--- src/rtl/bp_table_ctrl.sv ---
// bp_table_ctrl: arbiter and read-modify-write sequencer for the shared,
// single-ported 2-bit saturating-counter branch predictor table.
// Optional feature macro: BP_INIT_SWEEP_EN (INIT writes 2'b11 to every entry).
`timescale 1ns/1ps

module bp_table_ctrl #(
  parameter int unsigned INDEX_W = 4,
  parameter int unsigned QDEPTH  = 4
) (
  input  logic                      clk,
  input  logic                      reset,
  input  logic                      lookup_valid,
  input  logic [INDEX_W-1:0]        lookup_idx,
  output logic                      lookup_ready,
  output logic                      pred_valid,
  output logic                      pred_taken,
  input  logic                      resolve_valid,
  input  logic [INDEX_W-1:0]        resolve_idx,
  input  logic                      resolve_taken,
  output logic                      resolve_ready,
  output logic [$clog2(QDEPTH):0]   q_count,
  output logic                      tbl_en,
  output logic                      tbl_we,
  output logic [INDEX_W-1:0]        tbl_addr,
  output logic [1:0]                tbl_wdata,
  input  logic [1:0]                tbl_rdata
);

  localparam int unsigned PTR_W = $clog2(QDEPTH);
  localparam int unsigned CNT_W = PTR_W + 1;

  typedef enum logic [2:0] {
    S_INIT,
    S_IDLE,
    S_LK_RESP,
    S_UPD_RD,
    S_UPD_WR
  } state_t;

  typedef struct packed {
    logic [INDEX_W-1:0] idx;
    logic               taken;
  } res_t;

  state_t             state;
  state_t             state_d;
  res_t               q_mem [QDEPTH];
  res_t               head;
  logic [PTR_W-1:0]   wr_ptr;
  logic [PTR_W-1:0]   rd_ptr;
  logic [CNT_W-1:0]   q_cnt;
  logic               q_full;
  logic               q_empty;
  logic               push;
  logic               pop;
  logic [1:0]         upd_ctr;
  logic [1:0]         ctr_nxt;
`ifdef BP_INIT_SWEEP_EN
  logic [INDEX_W-1:0] sweep_cnt;
`endif

  assign head          = q_mem[rd_ptr];
  assign q_full        = (q_cnt == CNT_W'(QDEPTH));
  assign q_empty       = (q_cnt == '0);
  assign q_count       = q_cnt;
  // Pushes are accepted in every non-INIT state; the readiness uses the
  // registered count, so a same-cycle pop never opens an extra slot.
  assign resolve_ready = !reset && (state != S_INIT) && !q_full;
  assign push          = resolve_valid && resolve_ready;
  assign pop           = !reset && (state == S_UPD_WR);

  // Saturating counter update for the queue head, applied to the value just read
  always_comb begin
    ctr_nxt = tbl_rdata;
    if (head.taken) begin
      if (tbl_rdata != 2'b11) ctr_nxt = tbl_rdata + 2'd1;
    end else begin
      if (tbl_rdata != 2'b00) ctr_nxt = tbl_rdata - 2'd1;
    end
  end

  // Next-state and table/handshake outputs; everything is quiet while reset is high
  always_comb begin
    state_d      = state;
    lookup_ready = 1'b0;
    pred_valid   = 1'b0;
    pred_taken   = 1'b0;
    tbl_en       = 1'b0;
    tbl_we       = 1'b0;
    tbl_addr     = '0;
    tbl_wdata    = 2'b00;
    if (!reset) begin
      unique case (state)
        S_INIT: begin
`ifdef BP_INIT_SWEEP_EN
          tbl_en    = 1'b1;
          tbl_we    = 1'b1;
          tbl_addr  = sweep_cnt;
          tbl_wdata = 2'b11;
          if (&sweep_cnt) state_d = S_IDLE;
`else
          state_d = S_IDLE;
`endif
        end
        S_IDLE: begin
          // A full queue blocks lookups so pending updates cannot starve
          lookup_ready = !q_full;
          if (lookup_valid && !q_full) begin
            tbl_en   = 1'b1;
            tbl_addr = lookup_idx;
            state_d  = S_LK_RESP;
          end else if (!q_empty) begin
            tbl_en   = 1'b1;
            tbl_addr = head.idx;
            state_d  = S_UPD_RD;
          end
        end
        S_LK_RESP: begin
          pred_valid = 1'b1;
          pred_taken = tbl_rdata[1];
          state_d    = S_IDLE;
        end
        S_UPD_RD: begin
          state_d = S_UPD_WR;
        end
        S_UPD_WR: begin
          tbl_en    = 1'b1;
          tbl_we    = 1'b1;
          tbl_addr  = head.idx;
          tbl_wdata = upd_ctr;
          state_d   = S_IDLE;
        end
        default: begin
          state_d = S_INIT;
        end
      endcase
    end
  end

  // State, queue pointers/count and the latched updated counter
  always_ff @(posedge clk) begin
    if (reset) begin
      state   <= S_INIT;
      wr_ptr  <= '0;
      rd_ptr  <= '0;
      q_cnt   <= '0;
      upd_ctr <= 2'b00;
`ifdef BP_INIT_SWEEP_EN
      sweep_cnt <= '0;
`endif
    end else begin
      state <= state_d;
      if (push) wr_ptr <= wr_ptr + PTR_W'(1);
      if (pop)  rd_ptr <= rd_ptr + PTR_W'(1);
      case ({push, pop})
        2'b10:   q_cnt <= q_cnt + CNT_W'(1);
        2'b01:   q_cnt <= q_cnt - CNT_W'(1);
        default: q_cnt <= q_cnt;
      endcase
      if (state == S_UPD_RD) upd_ctr <= ctr_nxt;
`ifdef BP_INIT_SWEEP_EN
      if (state == S_INIT) sweep_cnt <= sweep_cnt + INDEX_W'(1);
`endif
    end
  end

  // Resolution queue storage; contents need no reset since pointers are cleared
  always_ff @(posedge clk) begin
    if (push) begin
      q_mem[wr_ptr] <= '{idx: resolve_idx, taken: resolve_taken};
    end
  end

endmodule

--- config.mk ---
export PLATFORM = sky130hd
export DESIGN_NAME = bp_table_ctrl
export DESIGN_NICKNAME = d
export VERILOG_FILES = /design/src/rtl/bp_table_ctrl.sv
export SDC_FILE = /design/constraint.sdc
export NUM_CORES = 1
export LEC_CHECK = 0
export ABC_AREA = 1
export BUFFER_PORTS_ARGS = -buffer_cell sky130_fd_sc_hd__buf_2
export CAP_MARGIN = 20
export CELL_PAD_IN_SITES_DETAIL_PLACEMENT = 1
export CELL_PAD_IN_SITES_GLOBAL_PLACEMENT = 1
export CORE_AREA = 2 2 67 69
export CTS_CLUSTER_DIAMETER = 100
export DETAILED_ROUTE_END_ITERATION = 7
export DIE_AREA = 0 0 69 71
export HOLD_SLACK_MARGIN = 0.03
export PLACE_DENSITY = 0.82
export SLEW_MARGIN = 20
export SYNTH_ARGS = -nofsm -noshare
export SYNTH_HDL_FRONTEND = slang
export SYNTH_SLANG_ARGS = --single-unit
--- constraint.sdc ---
create_clock -name clk -period 2 [get_ports clk]
set_input_delay 0.5 -clock clk [delete_from_list [all_inputs] [get_ports clk]]
set_output_delay 0.5 -clock clk [all_outputs]
set_load 0.1 [all_outputs]
==> flow_summary.yaml, run 1 <==
outcome:
  outcome: "finished, violations left"
  violations: "setup timing"
global_routing:
  grt_pass1_wl_mm: 7.52
  grt_max_degree: 12
  grt-ovfl-total: 0
  met1_usage_pct: 19.0
  met2_usage_pct: 40.5
  grt_use_total_pct: 20.3
  grt-busiest-layer: "met2"
  met3_usage_pct: 4.84
  grt_pass1_vias: 1659
  antenna_found_initial: 0
placement:
  gp_congestion: 0.773
  dp_cells: 278
  dp_hpwl_mm: 3.45
  port_buffers: 29
  place_ws_ps: 24.0
timing:
  max_freq_mhz: 460
  min_period_over_period_pct: 109
  max-slew-margin-rel_pct: 67.5
  setup_ws_ps: -174
  tightestPinTransition_ps: 491
  finClkSkew_ps: 5.98
  setup_viol: 6
  grt_setup_unrepaired: "true"
  timing.final.hold_violations: 0
  slew_violations: 0
  period_needed_ps: 2170
finish:
  fin_cells: 292
  fin_util_pct: 57.8
  synthToLayoutAreaGrowth_pct: 46.4
  seq_area_um2: 897
  fin_nets: 260
  multi_input_area_um2: 805
  diodes: 0
  drive_above_1_share_pct: 44.2
  fillerInstances: 486
synth:
  synth_warnings: 0
  syn_area_um2: 1660
  synth_area_per_cell_um2: 8.92
  synthesis.nets: 207
  netlist_instances: 186
  ys_seq_elements: 34
  synth.distinct_cells: 26
  yosysSeqAreaShare_pct: 53.1
setup_path:
  timing.rr.start: "state[1]"
  reg2reg_to: "q_count[2]"
  r2r_cells: 13
  cp-start-kind: "flip-flop"
  r2r_slack_ps: 90
  worstPathRequired_ps: 1500
  crit_arrival_ps: 1670
  critical_path_class: "flip-flop to output port"
  cp-end-kind: "output port"
  cp_max_fo: 5
clock_network:
  tritoncts: "done"
  clock-sinks: 34
  clk_pin_slew_ps: 70
  clock_path_buffers: 2
  htreeDepth: 2
  insertion_delay_ps: 290
  cts_buffers: 5
  cts_hold_buf: 0
  cts-root-buf: "clkbuf_8"
pwr:
  seq_power_share_pct: 47.1
  swShare_pct: 32.1
  p_per_area_nw_per_um2: 678
  p_leak_uw: 0.00101
  p_comb_share_pct: 21.9
  intPower_uw: 1120
  switchingPower_uw: 528
  irDropWorstVdd_uv: 324
  p_clk_share_pct: 31.0
detailed_routing:
  dr.pass1.iters: 4
  drt_iter0_markers: 50
  ant_nets: 0
  viasPerCell: 5.08
  wl_per_cell_um: 17.5
  wl_mm: 5.12
  num_vias: 1482
  route.detailed.drc: 0
min_path:
  hold_class: "input pin to flip-flop"
  min_from: "resolve_idx[3]"
  hold_path_end: "q_mem[0][4]"
  whs_path_depth: 1
floorplanning:
  core_area_um2: 4200
  fp.dieW_um: 69
  die_height_um: 71
  rows: 24
  initial_core_util_pct: 39.5
  dieArea_um2: 4900
  num_io_pins: 30
job:
  cap_violations: 0
-- Yosys cell counts --
cell type,number,area [um^2]
ha_1,5,62.6
nor2_4,2,22.5
o22ai_2,1,12.5
nand2_2,4,25.0
nand2_4,1,11.3
fa_1,1,20.0
a21oi_1,7,35.0
nand3_1,11,55.1
inv_2,5,18.8
nand4_4,1,21.3
nor2_2,5,31.3
nor3_4,1,16.3
o21ai_1,1,5.00
or2_2,1,6.26
nand4_1,1,6.26
nand2_1,28,105
a31oi_1,1,6.26
dfxtp_1,14,280
buf_6,1,11.3
buf_4,1,7.51
inv_1,20,75.1
o21ai_0,15,75.1
buf_2,1,5.00
nor3_1,1,5.00
edfxtp_1,20,601
nor2_1,37,139
-- metrics by stage --
stage / hold slack, ps / cell area (um^2) / setup TNS (ps) / power, uW
5_1_grt: 428 / 2430 / -1040 / 1690
3_3_place_gp: 445 / 2220 / 0 / 1100
3_5_place_dp: 453 / 2220 / 0 / 1110
2_1_floorplan: 436 / 1750 / -1420 / 1000
6_report: 429 / 2430 / -724 / 1650
4_1_cts: 430 / 2380 / -390 / 1620
-- per-layer routing --
layer  vias to the layer above  wire, um
met5                         -         0
met4                         0       120
met3                        11       126
met2                        25      2900
met1                       741      1970
li1                        705         -
-- what timing repair did --
| action | 4_1_cts | 5_1_grt |
|---|---|---|
| pin swaps | 7 | 9 |
| buffers inserted | 3 | 3 |
| setup endpoints to repair | 5 | 9 |
| resized for setup | 9 | 9 |
-- worst max path at each step --
stage,from,end,slack [ps],cells after the start
floorplan,state[0],q_count[2],-320,13
global placement,reset,q_count[2],130,11
detailed placement,reset,q_count[2],20,11
CTS,state[0],tbl_addr[0],-90,7
global route,state[1],tbl_en,-220,6
finish,state[1],tbl_en,-170,6
-- worst max-delay path, stage by stage (launching register included) --
cell	delay (ps)
dfxtp_4	380
nor3_4	310
inv_2	120
nor2_4	180
inv_2	80
o22ai_4	120
buf_12	190
-- layout by cell type (no fill, tap or decap), types with 2 or more instances in the layout --
master / count
nor2_1: 33
nand2_1: 23
edfxtp_1: 20
inv_1: 18
buf_4: 18
buf_2: 17
o21ai_0: 14
buf_12: 12
inv_2: 7
nor2_4: 7
nand3_2: 7
a21oi_1: 7
dfxtp_1: 7
nand2_4: 6
clkbuf_8: 5
nand2_2: 4
nor2_2: 4
ha_1: 4
dfxtp_2: 4
nand3_1: 3
dfxtp_4: 3
nor3_4: 2
o21ai_1: 2
buf_6: 2
-- cell type report --
type	instances	area share [%]
flip-flops and latches	34	36.9
multi-input cells	124	33.1
repair buffers	49	19.9
inverters	25	3.86
clock buffers	5	2.83
well taps	52	2.68
clock inverters	3	0.670
-- state kept, by name, indices dropped and copies added, names as in the netlist, named ones only --
name / cells
q_mem: 20
state: 3
rd_ptr: 2
upd_ctr: 2
wr_ptr: 2
q_count: 3
-- power groups by stage --
stage	Combinational, uW	Clock [uW]	Sequential, uW
after floorplan	190	0	810
after global placement	313	0	789
after detailed placement	322	0	791
after CTS	344	502	775
after global routing	381	533	777
final	360	510	776
-- cells by family after synthesis --
family,Yosys count,share of synthesized area [%]
AND/OR/NAND/NOR,93,26.8
flip-flops,34,53.1
buffers and inverters,28,7.09
AO/OA/AOI/OAI,25,8.07
adder cells (fa/ha/maj),6,4.98
Note: power is estimated with default switching activity, not from simulation.
==> inputs of run 2 (changes only) <==
--- a/config.mk
+++ b/config.mk
@@ -10,12 +10,12 @@
 export CAP_MARGIN = 20
 export CELL_PAD_IN_SITES_DETAIL_PLACEMENT = 1
 export CELL_PAD_IN_SITES_GLOBAL_PLACEMENT = 1
-export CORE_AREA = 2 2 67 69
+export CORE_AREA = 2 2 65 67
 export CTS_CLUSTER_DIAMETER = 100
 export DETAILED_ROUTE_END_ITERATION = 7
-export DIE_AREA = 0 0 69 71
+export DIE_AREA = 0 0 67 69
 export HOLD_SLACK_MARGIN = 0.03
-export PLACE_DENSITY = 0.82
+export PLACE_DENSITY = 0.86
 export SLEW_MARGIN = 20
 export SYNTH_ARGS = -nofsm -noshare
 export SYNTH_HDL_FRONTEND = slang
==> constraint.sdc (replaced) <==
create_clock -name clk -period 2.8 [get_ports clk]
set_input_delay 0.7 -clock clk [delete_from_list [all_inputs] [get_ports clk]]
set_output_delay 0.7 -clock clk [all_outputs]
set_load 0.1 [all_outputs]
==> flow_summary.yaml, run 2 (synthesis gave the netlist of run 1 again) <==
placement:
  gp_congestion: 0.754
  place_ws_ps: 271
  dp_hpwl_mm: 3.12
  port_buffers: 29
pwr:
  p_per_area_nw_per_um2: 582
  irDropWorstVdd_uv: 299
  swShare_pct: 27.8
  p_comb_share_pct: 17.1
  intPower_uw: 868
  seq_power_share_pct: 46.1
  switchingPower_uw: 334
  p_clk_share_pct: 36.7
  p_leak_uw: 0.000895
clock_network:
  cts-root-buf: "clkbuf_8"
  clock_path_buffers: 2
  clk_pin_slew_ps: 70
  clock-sinks: 34
  tritoncts: "done"
  cts_setup_buffers: 0
  cts_hold_buf: 0
  insertion_delay_ps: 290
  cts_buffers: 5
  htreeDepth: 2
  cts_resized: 0
job:
  cap_violations: 0
global_routing:
  grt_pass1_vias: 1491
  grt_pass1_wl_mm: 6.73
  grt_max_degree: 12
  antenna_found_initial: 0
  grt-ovfl-total: 0
  grt_use_total_pct: 19.7
finish:
  drive_above_1_share_pct: 28.1
  fin_nets: 241
  final_cell_mix: "nor2_1 (36), nand2_1 (27), buf_2 (23), inv_1 (20), edfxtp_1 (20)"
  regMostFlops: "q_mem"
  largest_register_ffs: 20
  diodes: 0
  synthToLayoutAreaGrowth_pct: 24.4
  final_common_cell: "nor2_1"
min_path:
  whs_path_depth: 1
  hold_class: "flip-flop to flip-flop"
outcome:
  outcome: "finished clean"
detailed_routing:
  viasPerCell: 5.10
  wl_mm: 4.14
  drt_iter0_markers: 43
  dr.pass1.iters: 4
  route.detailed.drc: 0
  wl_per_cell_um: 15.3
  num_vias: 1382
  ant_nets: 0
setup_path:
  worstPathRequired_ps: 2100
  cp_max_fo: 11
  cp-start-kind: "flip-flop"
  r2r_cells: 13
  critical_path_class: "flip-flop to output port"
  crit_arrival_ps: 1850
  cp-end-kind: "output port"
floorplanning:
  core_area_um2: 3910
  initial_core_util_pct: 42.4
  rows: 23
  dieArea_um2: 4620
  num_io_pins: 30
  die_height_um: 69
  fp.dieW_um: 67
timing:
  slew_violations: 0
  timing.final.hold_violations: 0
  setup_ws_ps: 252
  tightestPinTransition_ps: 639
  min_period_over_period_pct: 91.0
  setup_viol: 0
  whs_ps: 473
  grt_setup_unrepaired: "false"
  max_freq_mhz: 392
  finClkSkew_ps: 3.59
  period_needed_ps: 2550
  max-slew-margin-rel_pct: 57.3
## run 2: power groups by stage
| stage | logic (uW) | clock network [uW] | registers, uW |
|---|---|---|---|
| after floorplan | 130 | 0 | 579 |
| after global placement | 200 | 0 | 564 |
| after detailed placement | 206 | 0 | 566 |
| after CTS | 208 | 447 | 554 |
| after global routing | 222 | 469 | 556 |
| final | 206 | 441 | 554 |
## run 2: metal layers
| layer | GRT usage, % | part of all wire, % | vias to the layer above |
|---|---|---|---|
| li1 | - | - | 671 |
| met1 | 22.8 | 42 | 679 |
| met2 | 33.3 | 53 | 24 |
| met3 | 4.89 | 3.1 | 8 |
| met4 | 9.07 | 1.7 | 0 |
| met5 | 0 | 0 | - |
## run 2: per-stage QoR
step | power, uW | utilization [%] | area (um^2) | TNS, ps | cells
finish | 1200 | 52.7 | 2060 | 0 | 271
global route | 1250 | 52.7 | 2060 | 0 | 271
CTS | 1210 | 52.7 | 2060 | 0 | 271
global placement | 764 | 50.0 | 1960 | 0 | 263
detailed placement | 772 | 50.0 | 1960 | 0 | 263
floorplan | 708 | - | 1680 | -485 | 186
## run 2: cell type report
class                      instances  area [um^2]
clock buffer                       7         76.3
clock inverter                     1         30.0
fill                             489         1850
inverter                          25         93.8
multi-input combinational        124          676
sequential                        34          883
tap                               50         62.6
timing repair buffer              30          243
## run 2: path summary, 6_finish.rpt
kind                   start     endpoint  slack, ps
setup / recovery   flip-flop  tbl_addr[1]        250
hold / removal    q_count[0]   q_count[0]        470
setup reg to reg    state[1]   q_count[2]        720
hold reg to reg   q_count[0]   q_count[0]        470
## run 2: critical path, stage by stage (launching register included)
cell	delay (ps)
dfxtp_1	550
inv_1	250
o21ai_0	280
nand2_1	110
nand3_1	100
nand2_1	90
buf_12	180
==> inputs of run 3 (changes only) <==
==> config.mk (replaced) <==
export PLATFORM = sky130hd
export DESIGN_NAME = bp_table_ctrl
export DESIGN_NICKNAME = d
export VERILOG_FILES = /design/src/rtl/bp_table_ctrl.sv
export SDC_FILE = /design/constraint.sdc
export NUM_CORES = 1
export LEC_CHECK = 0
export ABC_AREA = 0
export CAP_MARGIN = 20
export CELL_PAD_IN_SITES_DETAIL_PLACEMENT = 1
export CELL_PAD_IN_SITES_GLOBAL_PLACEMENT = 1
export CORE_AREA = 2 2 60 62
export CTS_CLUSTER_DIAMETER = 100
export DETAILED_ROUTE_END_ITERATION = 7
export DIE_AREA = 0 0 62 64
export DONT_BUFFER_PORTS = 1
export HOLD_SLACK_MARGIN = 0.03
export PLACE_DENSITY = 0.81
export SLEW_MARGIN = 20
export SYNTH_ARGS = -nofsm -noshare
export SYNTH_HDL_FRONTEND = slang
export SYNTH_SLANG_ARGS = --single-unit
==> flow_summary.yaml, run 3 <==
global_routing:
  grt_max_degree: 20
  grt-ovfl-total: 0
  antenna_found_initial: 0
  grt_pass1_wl_mm: 5.33
  grt_pass1_vias: 1105
  grt_use_total_pct: 18.4
setup_path:
  crit_arrival_ps: 1990
  cp-start-kind: "flip-flop"
  worstPathRequired_ps: 2100
  timing.rr.start: "state[0]"
  cp-startpoint: "state[0]"
  cp_max_fo: 9
  cp-end-kind: "output port"
  critical_path_class: "flip-flop to output port"
timing:
  max_freq_mhz: 372
  min_period_over_period_pct: 96.1
  max-slew-margin-rel_pct: 58.2
  finClkSkew_ps: 8.59
  setup_ws_ps: 110
  period_needed_ps: 2690
  grt_setup_unrepaired: "false"
  tightestPinTransition_ps: 622
  setup_viol: 0
  finalSetupTns_ps: 0
  slew_violations: 0
  timing.final.hold_violations: 0
pwr:
  irDropWorstVdd_uv: 294
  p_per_area_nw_per_um2: 514
  p_leak_uw: 0.000711
clock_network:
  clock-sinks: 34
  clock_path_buffers: 2
  cts_hold_buf: 0
  insertion_delay_ps: 330
  cts_resized: 0
  cts_buffers: 5
  cts-root-buf: "clkbuf_4"
  cts_setup_buffers: 0
  htreeDepth: 2
  clk_pin_slew_ps: 100
  tritoncts: "done"
synth:
  synthTopCellsByCount: "edfxtp_1 (20), nor2_1 (16), dfxtp_1 (14)"
  synth_area_leaders: "edfxtp_1 (39%), dfxtp_1 (18%), mux4_2 (7.2%)"
  netlist_instances: 128
  synth_edf_count: 20
  netlist.area_leader.share_pct: 38.5
  syn_area_um2: 1560
  ys_seq_elements: 34
  yosysSeqAreaShare_pct: 56.5
  synthesis.nets: 149
  synth.distinct_cells: 38
  synth_warnings: 0
  yosysTopAreaCell: "edfxtp_1"
  yosysMostFrequentCell: "edfxtp_1"
  postSynth.asyncResetShare_pct: 0
  synth_area_per_cell_um2: 12.2
  ys.flop_type: "edfxtp_1"
finish:
  final_cell_mix: "edfxtp_1 (20), nor2_1 (15), inv_1 (11), dfxtp_1 (10), buf_12 (9)"
  fin_util_pct: 61.3
  synthToLayoutAreaGrowth_pct: 29.1
  fin_nets: 167
  fin_cells: 193
  final_common_cell: "edfxtp_1"
  largest_register_ffs: 20
  diodes: 0
  fillerInstances: 330
  regMostFlops: "q_mem"
  drive_above_1_share_pct: 34.7
placement:
  gp_congestion: 0.759
  port_buffers: 0
  dp_hpwl_mm: 2.46
  dp_cells: 185
  place_ws_ps: 276
floorplanning:
  initial_core_util_pct: 47.5
  num_io_pins: 30
  core_area_um2: 3280
  fp.dieW_um: 62
  dieArea_um2: 3970
  rows: 21
  die_height_um: 64
outcome:
  outcome: "finished clean"
detailed_routing:
  dr.pass1.iters: 4
  drt_iter0_markers: 21
  num_vias: 1032
  ant_nets: 0
  viasPerCell: 5.35
  route.detailed.drc: 0
  wl_per_cell_um: 16.3
  wl_mm: 3.15
min_path:
  hold_class: "input pin to flip-flop"
  min_from: "reset"
job:
  cap_violations: 0
-- run 3: changes by cell type in the layout (fill, tap and decap cells not counted), sizes merged, moves of 5 or more --
cell | before | now
and2 | 0 | 7
buf | 30 | 16
inv | 25 | 11
mux4 | 0 | 5
nand2 | 33 | 5
nand3 | 11 | 1
nor2 | 44 | 17
o21ai | 16 | 6
-- run 3: final timing paths --
| check | endpoint | slack [ps] | cells past startpoint |
|---|---|---|---|
| worst max-delay path | tbl_en | 110 | 3 |
| worst max register to register | q_count[2] | 280 | 9 |
| worst min register to register | q_count[2] | 500 | 2 |
| worst min-delay path | q_count[2] | 420 | 1 |
-- run 3: cell type report --
cell class	count	area (um^2)	area share, %
Clock buffer	6	41.3	2.05
Clock inverter	2	33.8	1.68
Inverter	11	41.3	2.05
Multi-Input combinational cell	78	721	35.8
Sequential cell	34	886	44.0
Tap cell	46	57.6	2.86
Timing Repair Buffer	16	233	11.6
-- run 3: per-layer routing --
metal	vias to the layer above	global-route usage (%)	part of all wire, %
li1	487	-	-
met1	511	24.3	45
met2	27	28.9	49
met3	7	4.86	4.3
met4	0	6.38	1.7
met5	-	0	0
-- run 3: through the flow --
| stage | power [uW] | instance area [um^2] | hold slack (ps) |
|---|---|---|---|
| after CTS | 1040 | 2010 | 419 |
| after floorplan | 676 | 1690 | 464 |
| after global placement | 701 | 1940 | 481 |
| after detailed placement | 707 | 1940 | 489 |
| after global routing | 1070 | 2010 | 405 |
| final | 1030 | 2010 | 420 |
-- run 3: cells by family (layout without fill, tap and decap cells) --
kind of cell	Yosys count	in the layout	share of synthesized area [%]
AOI/OAI and AO/OA	13	13	4.74
muxes	5	5	7.22
buffers and inverters	16	35	4.57
adders and majority gates	8	8	6.74
xor gates and xnor gates	5	5	2.81
and+or+nand+nor	47	47	17.4
DFF	34	34	56.5
-- run 3: critical path, cell delays in order, from the launching register on --
cell and delay (ps):
dfxtp_1 540, or4b_2 710, o22ai_2 210, buf_12 200
-- run 3: report_power, final --
group          switching (uW)  internal (uW)
Combinational            93.3           48.9
Sequential               12.5            540
Clock                     154            186
